[src/rtl/slc3_branch_unit.sv]
// SLC-3 branch unit: resolves BR, JMP/RET and JSR/JSRR from the latched NZP flags.
// Runs a four-state start/done sequence and keeps a saturating count of taken transfers.
module slc3_branch_unit #(
  parameter int CNT_W = 16
) (
  input  logic             Clk,
  input  logic             Reset,
  input  logic             Start,
  input  logic [15:0]      IR,
  input  logic [15:0]      PC,
  input  logic [2:0]       NZP,
  input  logic [15:0]      BaseR,
  input  logic             ClearCount,
  output logic             Busy,
  output logic             Done,
  output logic             BEN,
  output logic             Redirect,
  output logic [15:0]      TargetPC,
  output logic             LD_R7,
  output logic [15:0]      R7Value,
  output logic             Illegal,
  output logic [CNT_W-1:0] TakenCount
);

  typedef enum logic [1:0] {IDLE, EVAL, TARGET, COMMIT} state_t;

  state_t      state, state_next;
  logic [15:0] ir_q, pc_q, base_q;
  logic [2:0]  nzp_q;
  logic        ben_q, illegal_q;
  logic [15:0] target_q, r7_q;
  logic        ben_calc, illegal_calc;
  logic [15:0] target_calc;
  logic [3:0]  opcode;
  logic        is_br, is_jsr, is_jmp;

  assign opcode = ir_q[15:12];
  assign is_br  = (opcode == 4'b0000);
  assign is_jsr = (opcode == 4'b0100);
  assign is_jmp = (opcode == 4'b1100);

  // Decision and target are derived only from the captured operands.
  always_comb begin
    ben_calc     = 1'b0;
    illegal_calc = 1'b0;
    target_calc  = pc_q;
    if (is_br) begin
      ben_calc    = |(ir_q[11:9] & nzp_q);
      target_calc = pc_q + {{7{ir_q[8]}}, ir_q[8:0]};
    end else if (is_jsr) begin
      ben_calc    = 1'b1;
      target_calc = ir_q[11] ? (pc_q + {{5{ir_q[10]}}, ir_q[10:0]}) : base_q;
    end else if (is_jmp) begin
      ben_calc    = 1'b1;
      target_calc = base_q;
    end else begin
      illegal_calc = 1'b1;
    end
  end

  always_comb begin
    state_next = state;
    case (state)
      IDLE:    if (Start) state_next = EVAL;
      EVAL:    state_next = TARGET;
      TARGET:  state_next = COMMIT;
      COMMIT:  state_next = IDLE;
      default: state_next = IDLE;
    endcase
  end

  always_ff @(posedge Clk or posedge Reset) begin
    if (Reset) begin
      state     <= IDLE;
      ir_q      <= '0;
      pc_q      <= '0;
      nzp_q     <= '0;
      base_q    <= '0;
      ben_q     <= 1'b0;
      illegal_q <= 1'b0;
      target_q  <= '0;
      r7_q      <= '0;
    end else begin
      state <= state_next;
      if (state == IDLE && Start) begin
        ir_q   <= IR;
        pc_q   <= PC;
        nzp_q  <= NZP;
        base_q <= BaseR;
      end
      if (state == EVAL) begin
        ben_q     <= ben_calc;
        illegal_q <= illegal_calc;
      end
      if (state == TARGET) begin
        target_q <= target_calc;
        r7_q     <= pc_q;
      end
    end
  end

  always_ff @(posedge Clk or posedge Reset) begin
    if (Reset)
      TakenCount <= '0;
    else if (ClearCount)
      TakenCount <= '0;
    else if (Redirect && (TakenCount != '1))
      TakenCount <= TakenCount + CNT_W'(1);
  end

  // BEN and the target become visible combinationally in their own state, then hold.
  assign Busy     = (state != IDLE);
  assign Done     = (state == COMMIT);
  assign Redirect = Done & ben_q;
  assign LD_R7    = Done & is_jsr;
  assign Illegal  = Done & illegal_q;
  assign BEN      = (state == EVAL)   ? ben_calc    : ben_q;
  assign TargetPC = (state == TARGET) ? target_calc : target_q;
  assign R7Value  = (state == TARGET) ? pc_q        : r7_q;

endmodule

[config.mk]
export PLATFORM = sky130hd
export DESIGN_NAME = slc3_branch_unit
export DESIGN_NICKNAME = d
export VERILOG_FILES = /design/src/rtl/slc3_branch_unit.sv
export SDC_FILE = /design/constraint.sdc
export NUM_CORES = 1
export LEC_CHECK = 0
export BUFFER_PORTS_ARGS = -buffer_cell sky130_fd_sc_hd__buf_2
export CORE_AREA = 2 2 142 102
export CTS_CLUSTER_DIAMETER = 50
export CTS_CLUSTER_SIZE = 25
export DETAILED_ROUTE_END_ITERATION = 12
export DIE_AREA = 0 0 144 104
export GPL_TIMING_DRIVEN = 1
export RECOVER_POWER = 25
export REMOVE_ABC_BUFFERS = 1
export SLEW_MARGIN = 20
export SYNTH_ARGS = -nofsm -noshare
export SYNTH_HDL_FRONTEND = slang
export SYNTH_SLANG_ARGS = --single-unit
[constraint.sdc]
create_clock -name Clk -period 3.95 [get_ports Clk]
set_input_delay 0.79 -clock Clk [delete_from_list [all_inputs] [get_ports Clk]]
set_output_delay 0.79 -clock Clk [all_outputs]
set_load 0.1 [all_outputs]
Word level (Yosys, flattened, before mapping)
Cells that the tools add are included. W data, S select, Z words.

Register bits: 103. Output and inout bits: 54. Logic and storage cells: 48.

Add/subtract/negate cells: 3. Equality and inequality tests: 7. Muxes and demuxes: 17. Bitwise gates (word level): 4. Reductions and logical operators: 7.

Operator list (count): $mux W16 (8); $add A16 B16 Y16 (2); $add A16 B1 Y16 const B (1); $ne A16 B16 Y1 const B (1); $pmux W2 S4 (1); $mux W1 (7); $eq A2 B2 Y1 const B (2); $eq A4 B3 Y1 const B (1); $eq A4 B4 Y1 const B (1); $logic_not A4 Y1 (1); $reduce_bool A2 Y1 (2); $and A1 B1 Y1 (3); $and A3 B3 Y3 (1); $reduce_or A3 Y1 (1); $eq A2 B1 Y1 const B (1); $logic_and A1 B1 Y1 (2); $logic_not A2 Y1 (1); $mux W2 (1); $ne A2 B2 Y1 const B (1).

Longest topological paths before layout
Gate-level depths: netlist of the first run.

Depth after elaboration: 5. Mapped depth: 10. Mapped depth without buffers: 10.

Worst setup path before layout of the first run
OpenSTA, ideal clock, no wires.

Path kind: flip-flop to output port. Start: register pc_q[0]. End: output TargetPC[14]. Arrival: 3.930 ns. Data required time: 3.160 ns. Path slack: -0.770 ns. Cell stages (with the launch flop): 11. Buffers on the path: 0. Cells stage by stage: dfrtp_1 > ha_1 > fa_1 > a21oi_1 > o211ai_2 > a41o_2 > a2111oi_2 > or3_1 > o21ai_1 > xnor2_1 > o221ai_1.

Longest elaborated chain between the ends: 5.

RTL lines: start: declaration (line 28) `logic [15:0] ir_q, pc_q, base_q;`; start signal: assignment (line 76) `pc_q <= '0;`; start signal: assignment (line 87) `pc_q <= PC;`; $add A16 B16 Y16 (line 52) `target_calc = ir_q[11] ? (pc_q + {{5{ir_q[10]}}, ir_q[10:0]}) : base_q;`; $mux W16 (line 52); $mux W16 (line 50) `end else if (is_jsr) begin`; $mux W16 (*) (line 47) `if (is_br) begin`; $mux W16 (*); end: declaration (line 18) `output logic [15:0] TargetPC,`.

Every way passes the cells marked *; elsewhere a longest branch is shown, timed or not.

Final worst setup path of the first run
Same ends and word-level chain as after synthesis.

==> reports/qor.csv, run 1 <==
metric;value;unit
synth_edf_count;0;
die_y;104;µm
ys_seq_area_share;46.78;%
use_met2;29.25;%
start_util;40.37;%
setup_viol;0;
maxSlewViolCount;78;
cp_top_family;compound AO/OA/AOI/OAI gates;
cts_root_buf;clkbuf_16;
path_cells;ha_4, fa_2, a21oi_4, o211ai_2, a41o_4, a2111oi_4, or3_4, o21ai_2, xnor2_1, o221ai_2, buf_12;
wl_per_cell;17.46;µm
grt_pass1_vias;4227;
max_freq;0.2578;GHz
clock-sinks;103;
die_w;144;µm
nets;699;
cts_made_buffers;9;
drt_iter0_markers;249;
worst_pin_slew;1.660;ns
crit_path_start_kind;flip-flop;
fillers;1285;
synth_seq_cells;103;
grt_pass1_wl;22.67;mm
met3_usage;4.558;%
path_clk_slew;0.07;ns
routabilityCongestion;0.8416;
drive_above_1_share;39.68;%
syn_inst;502;
area_delta_synth_final;24.66;%
top_usage_layer;met2;
yosysWarnings;0;
tritoncts;done;
final_cells;810;
final_common_cell;dfrtp_1;
hold_violations;0;
met1_usage;28.85;%
ctsLongestPathBuffers;2;
min_period;3.879;ns
seq_area;0.002580;mm²
path_class;flip-flop to output port;
holdBufCountCts;0;
drcViolationCount;0;
coreArea;0.01365;mm²
path_buf_inv;1;
cp-end-kind;output port;
fin_crit_sh;98.21;%
synth_cell_types;61;
rsz0062_at_grt;true;
via_per_inst;5.281;
grt_usage;19.51;%
postRouteWirelength;14.14;mm
clock_skew;0.007800;ns
layout_setup_ws;0.07076;ns
clock_latency;0.35;ns
avgSynthCellArea;10.98;µm²
fin_util;50.33;%
async_reset_ff_share;100.0;%
crit_required;3.16;ns
maxCapViolations;1;
multi_input_area;0.002909;mm²
synth_ff_type;dfrtp_1;
ioPinCount;109;
grt_max_degree;78;
antenna_found_initial;0;
via_count;4278;
cp_slowest_cell;dfrtp_1;
worstPathMaxFanout;5;
status;complete, but fails checks;
synth_area;0.005510;mm²
port_buffers;108;
drtPass1Iterations;5;
worstHoldPathType;flip-flop to flip-flop;
slew_headroom;-10.92;%
placed_cells;791;
dp_hpwl;10.09;mm
rows;36;
htreeDepth;3;
grt-ovfl-total;0;
antenna_left;0;
critPathArrivalTime;3.09;ns
dp_worst_setup_slack;0.1137;ns
violations;max-capacitance violations, max-slew violations;
layout_common_cells;dfrtp_1, buf_2, mux2_2;
worst_path_largest_cell_delay;0.43;ns
diodes;0;
die_area;0.01498;mm²
cell families after synthesis:
| kind of cell | synth area share (%) |
|---|---|
| simple gates | 10.63 |
| xor+xnor | 5.086 |
| fa+ha+maj | 6.494 |
| mux | 14.67 |
| compound gates | 13.17 |
| buf+inv | 3.179 |
| flops | 46.78 |
final cells by class:
type,count,share of cell area [%]
multi-input cells,359,42.35
flip-flops and latches,103,37.56
repair buffers,125,11.24
clock buffers,11,3.534
well taps,190,3.461
inverters,18,1.075
clock inverters,4,0.7832
state kept, by name (all words and copies together), names as in the netlist, 2 cells and up:
signal and cells:
base_q 16, target_q 16, r7_q 16, TakenCount 16, state 2, ir_q 16
pc_q 16, nzp_q 3
final timing paths:
path	startpoint	endpoint	slack (ns)	cells past startpoint
hold reg to reg	r7_q[12]	r7_q[12]	0.49	1
max in group asynchronous	Reset	pc_q[1]	2.03	3
setup / recovery	pc_q[0]	TargetPC[14]	0.07	11
min in group asynchronous	Reset	nzp_q[1]	0.89	2
setup reg to reg	pc_q[0]	target_q[12]	1.19	11
hold / removal	r7_q[12]	r7_q[12]	0.49	1
through the flow:
stage,area (µm²),setup TNS [ns],hold WS [ns]
6_report,6869,0,0.4948
3_3_place_gp,6385,0,0.4769
5_1_grt,6869,-0.2115,0.5177
3_5_place_dp,6385,0,0.4813
4_1_cts,6703,-0.05987,0.4982
2_1_floorplan,5405,-5.833,0.4727
Yosys cell counts (3+ instances only):
cell,number,area (µm²)
a32oi_1,4,35.03
a31oi_1,7,43.79
clkbuf_1,10,37.54
mux2_2,70,788.3
a221oi_1,3,26.28
o221ai_1,4,35.03
xor2_1,15,131.4
nand4_1,3,18.77
dfrtp_1,103,2577
or3_1,8,50.05
nor3_1,8,40.04
a21o_1,4,30.03
buf_1,6,22.52
nor2_1,40,150.1
and2_1,3,18.77
ha_1,27,337.8
o21ai_0,17,85.08
nand3_1,12,60.06
inv_1,17,63.81
xnor2_1,17,148.9
a21oi_1,35,175.2
nand2_1,36,135.1
metal layers:
layer  routed length, µm  vias up
met5                   0        -
met4                 124        0
met3                 713       11
met2                6247      118
met1                7058     2113
li1                    -     2036
timing repair:
item	in CTS	in global routing
pin swaps	4	16
buffers inserted	0	4
gates resized for setup	6	25
endpoints found under the setup margin	6	9
Power of run 1 is not shown: default switching activity piles up to over one toggle a cycle in this logic, so the estimate is an artifact.
==> run 2: changes to the inputs <==
==> constraint.sdc (replaced) <==
create_clock -name Clk -period 4.8 [get_ports Clk]
set_input_delay 0.96 -clock Clk [delete_from_list [all_inputs] [get_ports Clk]]
set_output_delay 0.96 -clock Clk [all_outputs]
set_load 0.1 [all_outputs]
==> run 2 against run 1 <==
  * The flow still finishes with violations (max-capacitance violations, max-slew violations)
  * Via count shrank 3.2%
  * Sequential share of layout area rose by 1.9 points
  * Global-route usage shrank 1.4 points
  * Flip-flop and latch count stayed put
  * Clock skew up 0.0021 ns
  * Critical path type unchanged
  * Critical endpoint unchanged
==> reports/qor.csv, run 2 (same netlist as run 1, synthesis figures left out) <==
metric;value;unit;change
status;complete, but fails checks;;unchanged
violations;max-capacitance violations, max-slew violations;;unchanged
routabilityCongestion;0.8351;;was 0.8416
rr_endpoint;target_q[14];;was target_q[12]
ioPinCount;109;;unchanged
via_count;4142;;was 4278
die_y;104;µm;unchanged
coreArea;0.01365;mm²;unchanged
grt_max_degree;62;;was 78
die_w;144;µm;unchanged
clock-sinks;103;;unchanged
cp-end-kind;output port;;unchanged
reg2reg_slack;1.88;ns;was 1.19 ns
min_period;4.542;ns;
fin_util;47.90;%;was 50.33%
maxCapViolations;1;;unchanged
antenna_left;0;;unchanged
max_freq;0.2202;GHz;
worstHoldPathType;flip-flop to flip-flop;;unchanged
met1_usage;26.52;%;was 28.85%
cts_made_buffers;9;;unchanged
hold_violations;0;;unchanged
layout_common_cells;buf_2, dfrtp_1, mux2_2;;was dfrtp_1, buf_2, mux2_2
crit_end;TargetPC[14];;unchanged
cts.repair.resized;0;;was 6
clock_skew;0.009869;ns;was 0.007800 ns
holdBufCountCts;0;;unchanged
dp_worst_setup_slack;0.6327;ns;was 0.1137 ns
drcViolationCount;0;;unchanged
dp_hpwl;9.510;mm;was 10.09 mm
cts_root_buf;clkbuf_16;;unchanged
grt_pass1_wl;21.45;mm;was 22.67 mm
start_util;40.37;%;unchanged
met3_usage;4.236;%;was 4.558%
stdcell_area;0.006538;mm²;was 0.006869 mm²
diodes;0;;unchanged
final_common_cell;buf_2;;was dfrtp_1
crit_path_start_kind;flip-flop;;unchanged
maxSlewViolCount;62;;was 78
layout_setup_ws;0.2578;ns;was 0.07076 ns
fillers;1302;;was 1285
top_usage_layer;met2;;unchanged
cp-startpoint;pc_q[0];;unchanged
postRouteWirelength;13.12;mm;was 14.14 mm
use_met2;27.31;%;was 29.25%
rsz0062_at_grt;false;;was true
whs;0.4976;ns;was 0.4948 ns
grt_pass1_vias;4198;;was 4227
drive_above_1_share;35.47;%;was 39.68%
timing.rr.start;pc_q[0];;unchanged
area_delta_synth_final;18.64;%;was 24.66%
die_area;0.01498;mm²;unchanged
slew_headroom;-83.49;%;was -10.92%
worstPathMaxFanout;5;;unchanged
postCtsSetupBuffers;0;;unchanged
critPathArrivalTime;3.58;ns;was 3.09 ns
setup_viol;0;;unchanged
grt_usage;18.09;%;was 19.51%
crit_required;3.84;ns;was 3.16 ns
rows;36;;unchanged
wl_per_cell;16.42;µm;was 17.46 µm
antenna_found_initial;0;;unchanged
nets;687;;was 699
worst_pin_slew;2.737;ns;was 1.660 ns
r2r_cells;10;;was 11
fin_crit_sh;94.63;%;
htreeDepth;3;;unchanged
path_class;flip-flop to output port;;unchanged
path_clk_slew;0.07;ns;about the same
grt-ovfl-total;0;;unchanged
via_per_inst;5.184;;was 5.281
ctsLongestPathBuffers;2;;unchanged
place_area;0.006235;mm²;was 0.006385 mm²
tritoncts;done;;unchanged
drtPass1Iterations;6;;was 5
drt_iter0_markers;163;;was 249
port_buffers;108;;unchanged
clock_latency;0.34;ns;was 0.35 ns
run 2: changes by cell type in the layout (fill, tap and decap cells not counted), sizes merged:
cell      delta
buf         -10
clkinv       +2
clkinvlp     -1
clkbuf       -2
run 2: how the worst min path moves through the flow:
stage          startpoint        end  slack, ns  depth (start not counted)
6_report          r7_q[2]    r7_q[2]       0.50                          1
5_1_grt          r7_q[13]   r7_q[13]       0.51                          1
4_1_cts           r7_q[7]    r7_q[7]       0.50                          1
3_5_place_dp      r7_q[7]    r7_q[7]       0.48                          1
3_3_place_gp      r7_q[2]    r7_q[2]       0.48                          1
2_1_floorplan   illegal_q  illegal_q       0.47                          1
run 2: through the flow:
step / std cells / setup TNS [ns]
6_report: 799 / 0
2_1_floorplan: 480 / -0.09020
4_1_cts: 799 / 0
3_5_place_dp: 783 / 0
3_3_place_gp: 783 / 0
5_1_grt: 799 / 0
run 2: layout make-up:
type,instances,area (µm²),share of cell area [%]
Multi-Input combinational cell,359,2756,42.16
Clock inverter,5,63.81,0.9761
Tap cell,190,237.7,3.636
Sequential cell,103,2577,39.43
Inverter,18,71.32,1.091
Timing Repair Buffer,113,578.1,8.842
Clock buffer,11,252.7,3.866
run 2: worst max-delay path, cell delays in order (launching register included):
cell	delay, ns
dfrtp_1	0.42
ha_1	0.22
fa_1	0.40
a21oi_1	0.27
o211ai_2	0.14
a41o_2	0.35
a2111oi_2	0.34
or3_1	0.19
o21ai_1	0.10
xnor2_1	0.14
o221ai_1	0.20
buf_2	0.47
run 2: routing by layer:
| layer | wire length (µm) | part of all wire (%) | vias to the layer above |
|---|---|---|---|
| met1 | 6762 | 52 | 2023 |
| met2 | 5675 | 43 | 90 |
| met3 | 589 | 4.5 | 11 |
| met5 | 0 | 0 | - |
| li1 | - | - | 2018 |
| met4 | 94 | 0.72 | 0 |
Power of run 2 is left out for the same reason.
